File: config.mk
export PLATFORM = sky130hd
export DESIGN_NAME = enc32to5_seq
export DESIGN_NICKNAME = d
export VERILOG_FILES = /design/src/rtl/enc_pkg.sv /design/src/rtl/prio_enc32to5.sv /design/src/rtl/enc32to5_seq.sv
export SDC_FILE = /design/constraint.sdc
export NUM_CORES = 1
export LEC_CHECK = 0
export ABC_AREA = 0
export BUFFER_PORTS_ARGS = -buffer_cell sky130_fd_sc_hd__buf_4
export CAP_MARGIN = 5
export CORE_MARGIN = 2
export CORE_UTILIZATION = 40
export CTS_BUF_LIST = sky130_fd_sc_hd__clkbuf_16
export DETAILED_ROUTE_END_ITERATION = 16
export PLACE_DENSITY = 0.72
export SETUP_SLACK_MARGIN = 0.15
export SLEW_MARGIN = 5
export SYNTH_ARGS = -nofsm -noshare
export SYNTH_HDL_FRONTEND = slang
export SYNTH_SLANG_ARGS = --single-unit
File: constraint.sdc
create_clock -name clk -period 3 [get_ports clk]
set_input_delay 0.15 -clock clk [delete_from_list [all_inputs] [get_ports clk]]
set_output_delay 0.15 -clock clk [all_outputs]
set_load 0.1 [all_outputs]
File: src/rtl/enc_pkg.sv
// Shared constants and state encoding for the sequential 32-to-5 encoder.
//   ENC_N       : input vector width (power of two)
//   ENC_W       : index width, log2(ENC_N)
//   enc_state_e : encoder state machine encoding
package enc_pkg;

  localparam int unsigned ENC_N = 32;
  localparam int unsigned ENC_W = 5;

  typedef enum logic [1:0] {
    ST_IDLE = 2'd0,
    ST_EMIT = 2'd1,
    ST_ZERO = 2'd2
  } enc_state_e;

endpackage : enc_pkg

File: src/rtl/prio_enc32to5.sv
// Combinational lowest-set-bit finder.
//   vec : input vector
//   idx : position of the lowest set bit (0 when vec is zero)
//   any : vec has at least one bit set
module prio_enc32to5
  import enc_pkg::*;
(
  input  logic [ENC_N-1:0] vec,
  output logic [ENC_W-1:0] idx,
  output logic             any
);

  // Scan from the top down so the lowest set bit is written last and wins.
  always_comb begin
    idx = '0;
    any = |vec;
    for (int i = int'(ENC_N) - 1; i >= 0; i--) begin
      if (vec[i]) idx = ENC_W'(i);
    end
  end

endmodule : prio_enc32to5

File: src/rtl/enc32to5_seq.sv
// Sequential 32-to-5 encoder: accepts a multi-hot vector and emits the index
// of every set bit, lowest first, one per output handshake; final beat flagged.
//   clk, rst_n         : clock, synchronous active-low reset
//   in_valid/in_ready  : vector handshake, in_vec is the multi-hot vector
//   out_valid/out_ready: index handshake, out_idx is the current index
//   out_last           : current beat is the final one for this vector
//   out_zero           : only with ENC32TO5_ZERO_FLAG_EN; beat for an all-zero vector
// Without ENC32TO5_ZERO_FLAG_EN an all-zero vector is consumed with no beat.
module enc32to5_seq
  import enc_pkg::*;
(
  input  logic             clk,
  input  logic             rst_n,
  input  logic             in_valid,
  output logic             in_ready,
  input  logic [ENC_N-1:0] in_vec,
  output logic             out_valid,
  input  logic             out_ready,
  output logic [ENC_W-1:0] out_idx,
  output logic             out_last
`ifdef ENC32TO5_ZERO_FLAG_EN
  ,
  output logic             out_zero
`endif
);

  enc_state_e       state_q, state_d;
  logic [ENC_N-1:0] pending_q, pending_d;
  logic [ENC_N-1:0] pending_drop_low;
  logic [ENC_W-1:0] low_idx;
  logic             pending_any;

  prio_enc32to5 u_prio (
    .vec (pending_q),
    .idx (low_idx),
    .any (pending_any)
  );

  // pending with its lowest set bit cleared; zero means one bit is left.
  assign pending_drop_low = pending_q & (pending_q - ENC_N'(1));

  // State and pending-bit register.
  always_ff @(posedge clk) begin
    if (!rst_n) begin
      state_q   <= ST_IDLE;
      pending_q <= '0;
    end else begin
      state_q   <= state_d;
      pending_q <= pending_d;
    end
  end

  // Next state and outputs; outputs decode from registered state only.
  always_comb begin
    state_d   = state_q;
    pending_d = pending_q;
    in_ready  = 1'b0;
    out_valid = 1'b0;
    out_idx   = '0;
    out_last  = 1'b0;
`ifdef ENC32TO5_ZERO_FLAG_EN
    out_zero  = 1'b0;
`endif
    case (state_q)
      ST_IDLE: begin
        in_ready = 1'b1;
        if (in_valid) begin
          pending_d = in_vec;
          if (in_vec != '0) begin
            state_d = ST_EMIT;
          end else begin
`ifdef ENC32TO5_ZERO_FLAG_EN
            state_d = ST_ZERO;
`else
            state_d = ST_IDLE;
`endif
          end
        end
      end
      ST_EMIT: begin
        out_valid = pending_any;
        out_idx   = low_idx;
        out_last  = (pending_drop_low == '0);
        if (!pending_any) begin
          // Unreachable in normal operation; recover rather than hang.
          state_d = ST_IDLE;
        end else if (out_ready) begin
          pending_d = pending_drop_low;
          if (pending_drop_low == '0) state_d = ST_IDLE;
        end
      end
`ifdef ENC32TO5_ZERO_FLAG_EN
      ST_ZERO: begin
        out_valid = 1'b1;
        out_last  = 1'b1;
        out_zero  = 1'b1;
        if (out_ready) state_d = ST_IDLE;
      end
`endif
      default: begin
        state_d   = ST_IDLE;
        pending_d = '0;
      end
    endcase
  end

endmodule : enc32to5_seq
==> flow_summary.json <==
{
  "n_antenna_cell": 0,
  "synth_area_mm2": 0.00239,
  "power_w": 0.00163,
  "ios": 44,
  "synth_seq_cells": 33,
  "crit_fanout": 8,
  "finalSetupViolCount": 0,
  "htree_levels": 2,
  "gp_congestion": 0.961,
  "multiInputGateArea_mm2": 0.00158,
  "io_buffers": 43,
  "seqCellArea_um2": 668,
  "wl_met1_um": 3190,
  "grt_pass1_vias": 2559,
  "switchingPower_w": 0.000615,
  "cts.path.max_buffers": 2,
  "clkSinkCount": 33,
  "start_kind": "flop",
  "route.met2.wl_um": 3580,
  "dieArea_mm2": 0.00660,
  "hold_path_class": "in2reg",
  "nNetsFinal": 419,
  "initial_utilization_pct": 40.8,
  "dp_hpwl_um": 5250,
  "numCtsBuffers": 5,
  "clkPwrFrac_pct": 29.5,
  "async_reset_ff_share_pct": 0,
  "relSlewSlack_pct": 49.6,
  "cts_tree": "built",
  "netlist_instances": 346,
  "grt_start_max_net_pins": 52,
  "grtUsageTotal_pct": 23.6,
  "status": "finished clean",
  "critPathRequiredTime_ps": 2850,
  "root_buffer": "clkbuf_16",
  "first_pass_iters": 5,
  "rsz0062_at_grt": "true",
  "combPwrFrac_pct": 38.6,
  "skew_ps": 8.67,
  "avgRoutedWirePerCell_um": 16.2,
  "layout_min_cycle_time_ps": 2980,
  "num_rows": 28,
  "routed.top_layer": "met4",
  "fin_crit_sh_pct": 99.3,
  "p_sw_share_pct": 37.7,
  "die_w_um": 81.2,
  "drc": 0,
  "grt_overflow": 0,
  "postRouteWirelength_um": 7420,
  "yosysSeqAreaShare_pct": 27.7,
  "viasPerCell": 6.20,
  "finalHoldViolCount": 0,
  "peakVddDrop_mv": 0.322,
  "internal_power_w": 0.00102,
  "cts.reportedPaths.clkPinSlew_ps": 60,
  "drv_cap": 0,
  "p_per_area_mw_per_mm2": 539,
  "ant_nets": 0,
  "hold_buffers": 0,
  "route.met3.wl_um": 439,
  "antenna_found_initial": 0,
  "synth.net_count": 382,
  "via_count": 2839,
  "coreArea_mm2": 0.00585,
  "synth_top_flop_cell": "dfxtp_1",
  "final_layout_size_suffix_gt1_share_pct": 24.0,
  "cp-end-kind": "primary output",
  "dieHeight_um": 81.2,
  "seq_power_share_pct": 31.9,
  "worstMarginPinSlew_ps": 756,
  "clock.fmax_mhz": 336,
  "worstPathArrival_ps": 2830,
  "synth-edff-count": 0,
  "final_max_slew_viol_count": 0,
  "yosys_warnings": 0,
  "total_leakage_power_nw": 1.16,
  "clock_latency_ps": 280,
  "avgSynthCellArea_um2": 6.90,
  "synth_cell_types": 47,
  "first_iter_violations": 191,
  "nFillCells": 583,
  "grt_pass1_wl_um": 12100,
  "crit_type": "reg2out",
  "syn_to_final_growth_pct": 27.0,
  "tns_ps": 0
}
stage by stage:
| stage | std cells | area, µm² | hold slack [ps] | setup slack, ps | utilization [%] |
|---|---|---|---|---|---|
| after floorplan | 346 | 2420 | 251 | -545 | - |
| after global placement | 448 | 2830 | 356 | 223 | 48.3 |
| after detailed placement | 448 | 2830 | 362 | 204 | 48.3 |
| after CTS | 458 | 3010 | 74.2 | -6.02 | 51.5 |
| after global routing | 458 | 3030 | 78.6 | -45.5 | 51.8 |
| final | 458 | 3030 | 70.5 | 22.5 | 51.8 |
final cells by class:
| cell class | count | share of cell area (%) |
|---|---|---|
| clock buffer | 5 | 4.13 |
| clock inverter | 2 | 0.248 |
| sequential | 33 | 22.0 |
| multi-input combinational | 267 | 52.1 |
| timing repair buffer | 65 | 17.1 |
| tap | 75 | 3.10 |
| inverter | 11 | 1.36 |
power groups by stage:
stage | registers, W | clock network, W | logic [W]
floorplan | 0.000503 | 0 | 0.000440
global placement | 0.000525 | 0 | 0.000587
detailed placement | 0.000527 | 0 | 0.000589
CTS | 0.000517 | 0.000481 | 0.000614
global route | 0.000526 | 0.000501 | 0.000682
finish | 0.000520 | 0.000481 | 0.000631
cells in the final DEF (no fill, tap or decap), types with 4 or more instances in the layout:
cell	n
o211ai_1	4
inv_1	12
buf_4	62
o21ai_1	15
a211oi_1	4
nand2_1	38
nor4_1	16
a21oi_1	28
dfxtp_1	29
nand4_1	5
a21boi_1	9
clkbuf_16	5
nor2_1	31
or3_1	6
nand3_1	25
or4_4	6
a31oi_1	4
nor3_1	9
o21ai_0	20
critical path: stages, from the launching register on:
cell and delay [ps]:
dfxtp_2 310, or4_4 600, or4_4 530, o32a_1 310, a211oi_2 150, nand4_1 160, nor3_2 210, buf_6 260
repair_timing:
action                     CTS  global route
gates resized for setup     10             9
setup endpoints to repair    2             2
pin swaps                    5             4
cloned                       0             0
buffers inserted             3             0
sequential cells by signal (all words and copies together) (netlist names):
| register | cells |
|---|---|
| pending_q | 32 |
| state_q | 1 |
layer usage:
metal	vias to the layer above	track usage (%)
met3	21	3.89
met1	1338	29.6
met5	-	0
met2	122	40.3
li1	1358	-
met4	0	8.81
worst paths after layout:
path                            cells past startpoint             to           from  slack (ps)
worst max-delay path                                7       out_last   pending_q[0]          20
worst min-delay path                                2     state_q[0]      out_ready          70
worst max register to register                      9  pending_q[31]   pending_q[8]         390
worst min register to register                      2  pending_q[14]  pending_q[14]         490
kinds of logic (layout without fill, tap and decap cells):
kind of cell	count (synthesis)	after routing	synth area share [%]
buf+inv	46	83	8.65
flops	33	33	27.7
simple gates	150	150	32.1
fa+ha+maj	3	3	1.26
compound gates	114	114	30.3
synth_stat cells (all sizes together) (2+ instances only):
cell type | n | area (µm²)
nand3 | 25 | 125
o21ai | 35 | 175
o22ai | 2 | 12.5
a31oi | 5 | 31.3
a211oi | 5 | 42.5
inv | 11 | 41.3
a21oi | 29 | 149
dfxtp | 33 | 661
or4 | 7 | 67.6
o311ai | 3 | 26.3
nor4 | 18 | 128
a41oi | 2 | 17.5
or3 | 6 | 37.5
nand4 | 5 | 31.3
nor3b | 2 | 15.0
buf | 9 | 67.6
clkbuf | 26 | 97.6
nor2 | 31 | 116
a221oi | 2 | 17.5
o211ai | 4 | 30.0
a21boi | 12 | 90.1
a211o | 2 | 17.5
maj3 | 3 | 30.0
nor3 | 11 | 55.1
o21a | 3 | 22.5
nand2b | 2 | 12.5
nand2 | 38 | 143
o31a | 2 | 17.5
a2111oi | 4 | 35.0
No activity file was read; power rests on OpenSTA's default activity.
